<file path="src/rtl/inst_fetch_bridge_pkg.sv">
// Shared types for the instruction-fetch bridge.
// Holds the fetch FSM state encoding.
package inst_fetch_bridge_pkg;

    localparam int IF_STATE_W = 3;

    typedef enum logic [IF_STATE_W-1:0] {
        IF_IDLE = 3'd0,
        IF_REQ  = 3'd1,
        IF_WAIT = 3'd2,
        IF_HOLD = 3'd3,
        IF_DROP = 3'd4
    } if_state_e;

endpackage

</file>
<file path="src/rtl/inst_fetch_bridge.sv">
// Instruction fetch bridge: PC request in, SRAM-like req/addr_ok/data_ok out.
// Ports: clk, rst (async active-low), pc/ce/stall/flush from PC+CTRL,
//   inst_req/inst_addr/inst_addr_ok/inst_data_ok/inst_rdata to imem,
//   pc_read_ready/if_inst/if_pc to PC register and IF/ID.
module inst_fetch_bridge
    import inst_fetch_bridge_pkg::*;
#(
    parameter int ADDR_W = 32,
    parameter int DATA_W = 32
) (
    input  logic              clk,
    input  logic              rst,
    input  logic [ADDR_W-1:0] pc,
    input  logic              ce,
    input  logic              stall,
    input  logic              flush,
    output logic              inst_req,
    output logic [ADDR_W-1:0] inst_addr,
    input  logic              inst_addr_ok,
    input  logic              inst_data_ok,
    input  logic [DATA_W-1:0] inst_rdata,
    output logic              pc_read_ready,
    output logic [DATA_W-1:0] if_inst,
    output logic [ADDR_W-1:0] if_pc
);

    localparam logic [ADDR_W-1:0] LOW_MASK = ADDR_W'(3);

    if_state_e         state;
    if_state_e         state_n;
    logic [DATA_W-1:0] hold_buf;
    logic [ADDR_W-1:0] pc_q;
    logic              drop_pend;
    logic              launch;
    logic              capture;
    logic              set_drop;

    always_comb begin
        state_n       = state;
        pc_read_ready = 1'b0;
        if_inst       = '0;
        launch        = 1'b0;
        capture       = 1'b0;
        set_drop      = 1'b0;
        unique case (state)
            IF_IDLE: begin
                if (ce && !flush && !stall) begin
                    state_n = IF_REQ;
                    launch  = 1'b1;
                end
            end
            IF_REQ: begin
                // A flush seen before acceptance must still drop the reply.
                if (inst_addr_ok) begin
                    state_n = (flush || drop_pend) ? IF_DROP : IF_WAIT;
                end else if (flush) begin
                    set_drop = 1'b1;
                end
            end
            IF_WAIT: begin
                if (inst_data_ok) begin
                    if (flush) begin
                        state_n = IF_IDLE;
                    end else if (stall) begin
                        state_n = IF_HOLD;
                        capture = 1'b1;
                    end else begin
                        state_n       = IF_IDLE;
                        pc_read_ready = 1'b1;
                        if_inst       = inst_rdata;
                    end
                end else if (flush) begin
                    state_n = IF_DROP;
                end
            end
            IF_HOLD: begin
                if (flush) begin
                    state_n = IF_IDLE;
                end else if (!stall) begin
                    state_n       = IF_IDLE;
                    pc_read_ready = 1'b1;
                    if_inst       = hold_buf;
                end
            end
            IF_DROP: begin
                if (inst_data_ok) begin
                    state_n = IF_IDLE;
                end
            end
            default: begin
                state_n = IF_IDLE;
            end
        endcase
    end

    always_ff @(posedge clk or negedge rst) begin
        if (!rst) begin
            state     <= IF_IDLE;
            inst_req  <= 1'b0;
            inst_addr <= '0;
            pc_q      <= '0;
            hold_buf  <= '0;
            drop_pend <= 1'b0;
        end else begin
            state    <= state_n;
            inst_req <= (state_n == IF_REQ);
            if (launch) begin
                inst_addr <= pc & ~LOW_MASK;
                pc_q      <= pc;
            end
            if (capture) begin
                hold_buf <= inst_rdata;
            end
            if (state_n != IF_REQ) begin
                drop_pend <= 1'b0;
            end else if (set_drop) begin
                drop_pend <= 1'b1;
            end
        end
    end

    assign if_pc = pc_q;

endmodule

</file>
<file path="config.mk">
export PLATFORM = sky130hd
export DESIGN_NAME = inst_fetch_bridge
export DESIGN_NICKNAME = d
export VERILOG_FILES = /design/src/rtl/inst_fetch_bridge_pkg.sv /design/src/rtl/inst_fetch_bridge.sv
export SDC_FILE = /design/constraint.sdc
export NUM_CORES = 1
export LEC_CHECK = 0
export BUFFER_PORTS_ARGS = -buffer_cell sky130_fd_sc_hd__buf_2
export CAP_MARGIN = 20
export CORE_MARGIN = 1.5
export CORE_UTILIZATION = 46
export DETAILED_ROUTE_END_ITERATION = 7
export PLACE_DENSITY = 0.91
export SKIP_CTS_REPAIR_TIMING = 1
export SYNTH_ARGS = -nofsm -noshare
export SYNTH_HDL_FRONTEND = slang
export SYNTH_SLANG_ARGS = --single-unit
</file>
<file path="constraint.sdc">
create_clock -name clk -period 1.8 [get_ports clk]
set_input_delay 0.18 -clock clk [delete_from_list [all_inputs] [get_ports clk]]
set_output_delay 0.18 -clock clk [all_outputs]
set_load 0.01 [all_outputs]
</file>
==> results of run 1 <==
-- through the flow --
stage                     utilization [%]  cells
final                                61.4    489
after global routing                 61.4    489
after CTS                            58.9    479
after detailed placement             56.7    464
after global placement               56.7    464
after floorplan                         -    240
-- cell families (layout without fill, tap and decap cells) --
logic type / after synthesis / after routing / synth area share (%)
AO/OA/AOI/OAI: 39 / 39 / 9.69
flip-flops: 69 / 69 / 50.9
other: 1 / 2 / 0.110
multiplexers: 64 / 64 / 24.5
buffers and inverters: 47 / 197 / 10.4
AND/OR/NAND/NOR: 19 / 19 / 4.42
-- power groups by stage --
| stage | Clock [mW] | Sequential (mW) | Combinational, mW |
|---|---|---|---|
| floorplan | 0 | 2.35 | 1.04 |
| global placement | 0 | 2.25 | 1.47 |
| detailed placement | 0 | 2.27 | 1.52 |
| CTS | 1.08 | 2.25 | 1.52 |
| global route | 1.16 | 2.31 | 1.66 |
| finish | 1.04 | 2.25 | 1.54 |
-- metal layers --
| layer | GRT usage [%] | wire (microns) | vias to the layer above |
|---|---|---|---|
| li1 | - | - | 1123 |
| met1 | 18.8 | 3050 | 1182 |
| met2 | 27.9 | 3760 | 91 |
| met5 | 0 | 0 | - |
| met3 | 4.25 | 408 | 7 |
| met4 | 7.95 | 76 | 0 |
-- cell type report --
cell class / instances / area [sq um] / area share, %
clock inverter: 2 / 10.0 / 0.226
tap: 99 / 124 / 2.80
timing repair buffer: 181 / 1060 / 24.0
multi-input combinational: 124 / 1350 / 30.4
sequential: 69 / 1730 / 39.1
inverter: 1 / 3.75 / 0.0847
clock buffer: 13 / 149 / 3.36
-- cells in the mapped netlist --
library cell and number:
a22o_1 32, nor2_1 4, dfrtp_1 69, nor2b_4 1, and3_1 2, buf_2 6, nand4_4 1, o211a_1 1
buf_6 6, o31ai_1 1, inv_1 1, nor4b_2 1, o211ai_1 1, nor2b_1 3, and3b_2 1, mux2_1 2
mux2_4 30, o2bb2ai_1 1, nand2_2 1, nand3_1 1, buf_4 32, conb_1 1, o21ai_0 2, mux2_2 32
a21oi_1 1, or2_2 2, nand4bb_1 1, nor4b_1 1, clkbuf_2 2
-- worst max-delay path, delay by kind of cell, from the launching register on --
kind / cells / cell delay (ns)
buffers and inverters: 2 / 0.29
flip-flops: 1 / 0.40
AO/OA/AOI/OAI: 1 / 0.24
AND/OR/NAND/NOR: 2 / 0.36
-- registers in the layout, indices dropped and copies added, names as in the netlist --
register,flops
state,3
if_pc,32
hold_buf,32
drop_pend,1
inst_req,1
-- final timing paths --
path	slack [ns]	from	endpoint
max in group asynchronous	1.07	rst	state[0]
min in group asynchronous	0.42	rst	hold_buf[19]
worst min-delay path	0.08	pc[6]	if_pc[6]
worst max register to register	0.04	state[1]	if_pc[28]
worst max-delay path	0.01	state[1]	if_inst[3]
worst min register to register	0.49	drop_pend	state[1]
==> out/summary.txt, run 1 <==
Core Area: 7210 sq um
# rows: 31
GRT overflow: 0
Worst setup EP type: output port
Critical path peak fanout: 9
Number of global-route vias before repair: 2228
Synthesis Warnings: 0
Area Growth Syn to Fin: 30.5%
Fin crit period: 1.79 ns
Clock Sinks: 69
Vias per cell: 4.91
Max Cap Viol: 0
Hold depth: 2
Cell Chain, Critical Path: nor2b_4 -> and3_4 -> buf_12 -> a22o_1 -> buf_2
ANT cells: 0
Filler cells: 600
HP Class: in2reg
Worst endpoint required time: 1.62 ns
IO Pins: 169
Int Pwr: 3.37 mW
Final setup margin: 0.0102 ns
DRC errors left: 0
Nets: 457
Cell type with the largest total area after synthesis: dfrtp_1
Largest net degree at the start of global routing: 70
IO buf count: 166
Pre-Repair DR Iteration Count: 4
F_max: 0.559 GHz
Num CTS Buffers: 9
Biggest cell delay along the critical path: 0.40 ns
Pwr/cell area: 1090 nW/um^2
Mapped Area: 3390 sq um
Gate Count Post-Synth: 239
Die Wd: 88.9 microns
Hold_ws: 0.0846 ns
CP arrival: 1.61 ns
Share of layout cells above drive strength 1: 68.7%
Syn Area/Cell: 14.2 sq um
Yosys cell types: 29
Max VDD drop: 731 uV
Total power draw: 4.83 mW
Dominant cells by area after synthesis: dfrtp_1 51%, mux2_4 13%, mux2_2 11%
Sw Pwr: 1.46 mW
Leak: 2.44 nW
Antenna-violating nets left: 0
Cell area after layout: 4430 sq um
Initial antenna violation count: 0
Logic gate share of total power: 31.8%
Post-synth top area share: 50.9%
Most frequent cells in the layout: 164 x buf_2, 66 x dfrtp_1, 32 x a22o_1, 32 x mux2_2, 30 x mux2_4
Fin. Hold Viols: 0
Reg power frac: 46.6%
CTS tree: yes
Area after DPL: 4090 sq um
Routability cong.: 0.745
Fin. max-slew vios: 0
Starting Density: 47.1%
Final setup violation count: 0
Commonest non-fill, non-tap cell in the layout: buf_2
Fin Clk Skew: 0.00856 ns
CTS HTree Levels: 3
Clock share of power: 21.6%
Global-route wire length before repair: 9.80 mm
Via count: 2403
Die height: 88.9 microns
Pre-CTS setup slack: 0.192 ns
Clock Latency Late Sink: 0.32 ns
Synthesis-stage register bit count: 69
Final period util: 99.4%
Root Driver: clkbuf_8
Status: finished, final reports clean
Overall Global Routing Usage: 16.2%
Crit start category: flop
Clock tree buffer depth: 2
Die area: 7900 sq um
Unrepaired setup endpoints after global routing: true
Crit path kind: reg2out
Clock transition at path regs: 0.07 ns
Drt total wl: 7.30 mm
Initial drt markers: 43
Sequential area share after synthesis: 50.9%
Setup TNS: 0 ns
Switching share of power: 30.3%
FF-to-FF path depth: 6
Worst path slowest cell: dfrtp_2
DR WL/cell: 14.9 microns
DP HPWL: 4.82 mm
Note: power is estimated with default switching activity, not from simulation.
==> run 2: changes to the inputs <==
CORE_UTILIZATION = 50   (was 46)
PLACE_DENSITY = 0.95   (was 0.91)
clock period = 2.1 ns   (was 1.8 ns; I/O delays follow)
==> run 2 against run 1 <==
Net effect: the run now ends with design-rule violations left; setup slack better by 0.11 ns; routed wire length down 6.6%; critical endpoint is now if_inst[18]; worst hold slack gained 0.030 ns.
==> out/summary.txt, run 2 (synthesis results as in run 1) <==
Status: complete, but fails checks
Failing checks: design-rule violations
Pwr/cell area: 986 nW/um^2 (-9.6%)
Pre-Repair DR Iteration Count: 6 (+2)
Cell area after layout: 4220 sq um (-4.7%)
Slew headroom: 61.6%
ANT cells: 0 (unchanged)
Unrepaired setup endpoints after global routing: false
Fin crit period: 1.98 ns
Nets: 448 (-2.0%)
Inst Count DP: 442 (-4.7%)
Clock Latency Late Sink: 0.32 ns (about the same)
Largest net degree at the start of global routing: 34 (-51%)
Clock Sinks: 69 (unchanged)
CTS HTree Levels: 3 (unchanged)
Worst setup EP type: output port
Die area: 7290 sq um (-7.7%)
Max Cap Viol: 0 (unchanged)
Share of layout cells above drive strength 1: 66.9% (-1.8 points)
Int Pwr: 2.93 mW (-13%)
Final period util: 94.1%
Reg power frac: 46.6% (about the same)
Worst-Margin Slew: 0.575 ns
Switching share of power: 29.6% (-0.71 points)
Fin. max-slew vios: 0 (unchanged)
Starting Density: 52.6% (+5.5 points)
IO Pins: 169 (unchanged)
Final setup violation count: 0 (unchanged)
Clock share of power: 22.6% (+1.0 points)
Sw Pwr: 1.23 mW (-16%)
Crit path kind: reg2out
Fin. Hold Viols: 0 (unchanged)
DP HPWL: 5.14 mm (+6.5%)
F_max: 0.506 GHz
CTS tree: yes
DRC errors left: 10 (+10)
Most frequent cells in the layout: 166 x buf_2, 69 x dfrtp_1, 32 x a22o_1, 32 x mux2_2, 30 x mux2_4
Area Growth Syn to Fin: 24.4%
Die Wd: 85.4 microns (-3.9%)
GRT overflow: 0 (unchanged)
CP arrival: 1.77 ns (+0.16 ns)
Worst endpoint required time: 1.89 ns (+0.27 ns)
Number of global-route vias before repair: 2336 (+4.8%)
Post-layout util: 65.4% (+4.0 points)
Num CTS Buffers: 9 (unchanged)
Clock transition at path regs: 0.07 ns (about the same)
Critical path peak fanout: 33 (+24)
Fin Clk Skew: 0.00837 ns (-0.000183 ns)
Logic gate share of total power: 30.9% (-0.9 points)
Overall Global Routing Usage: 19.3% (+3.1 points)
Layout Cells excl Fill: 458 (-6.3%)
Area after DPL: 4020 sq um (-1.9%)
Drt total wl: 6.82 mm (-6.6%)
Max VDD drop: 796 uV (+8.9%)
Commonest non-fill, non-tap cell in the layout: buf_2
Root Driver: clkbuf_8
DR WL/cell: 14.9 microns (-0.24%)
Routability cong.: 0.720 (-3.3%)
Crit start category: flop
HP Class: in2reg
Via count: 2337 (-2.7%)
Core Area: 6460 sq um (-10%)
Clock tree buffer depth: 2 (unchanged)
Global-route wire length before repair: 10.9 mm (+12%)
Die height: 85.4 microns (-3.9%)
# rows: 29 (-6.5%)
Initial drt markers: 91 (+110%)
Antenna-violating nets left: 0 (unchanged)
Leak: 2.38 nW (-2.6%)
Vias per cell: 5.10 (+3.8%)
IO buf count: 166 (unchanged)
Hold_ws: 0.114 ns (+0.0298 ns)
Initial antenna violation count: 0 (unchanged)
[run 2: final cells by class]
class,count,area [sq um]
Clock buffer,14,173
Clock inverter,1,5.00
Fill cell,492,2240
Inverter,1,3.75
Multi-Input combinational cell,124,1330
Sequential cell,69,1730
Tap cell,77,96.3
Timing Repair Buffer,172,893
[run 2: worst paths after layout]
kind	slack, ns	startpoint	depth (start not counted)	to
worst max-delay path	0.12	state[1]	5	if_inst[18]
worst min register to register	0.50	hold_buf[2]	1	hold_buf[2]
max in group asynchronous	1.07	rst	3	hold_buf[14]
worst min-delay path	0.11	pc[6]	2	if_pc[6]
min in group asynchronous	0.35	rst	2	hold_buf[2]
worst max register to register	0.29	state[1]	3	hold_buf[31]
[run 2: critical path: stages (launching register included)]
cell,delay [ns]
dfrtp_1,0.46
nor2b_4,0.24
and3_1,0.21
buf_8,0.22
a22o_1,0.17
buf_2,0.13
[run 2: power groups by stage]
stage	sequential, mW	combinational, mW	clock (mW)
after floorplan	2.02	0.893	0
after global placement	1.93	1.26	0
after detailed placement	1.95	1.31	0
after CTS	1.94	1.30	0.980
after global routing	1.99	1.38	1.06
final	1.94	1.29	0.940
[run 2: metrics by stage]
| step | worst slack, ns | TNS (ns) | total power [mW] |
|---|---|---|---|
| global route | 0.00576 | 0 | 4.43 |
| finish | 0.125 | 0 | 4.16 |
| floorplan | 0.589 | 0 | 2.91 |
| detailed placement | 0.222 | 0 | 3.26 |
| CTS | -0.0371 | -0.372 | 4.23 |
| global placement | 0.341 | 0 | 3.19 |
[run 2: routing by layer]
layer / share of wire (%) / vias up / GRT usage [%] / routed length [microns]
met5: 0 / - / 0 / 0
met3: 7.4 / 6 / 5.54 / 506
met4: 0.98 / 0 / 6.60 / 67
met1: 41 / 1116 / 23.8 / 2820
met2: 50 / 113 / 32.6 / 3430
li1: - / 1102 / - / -
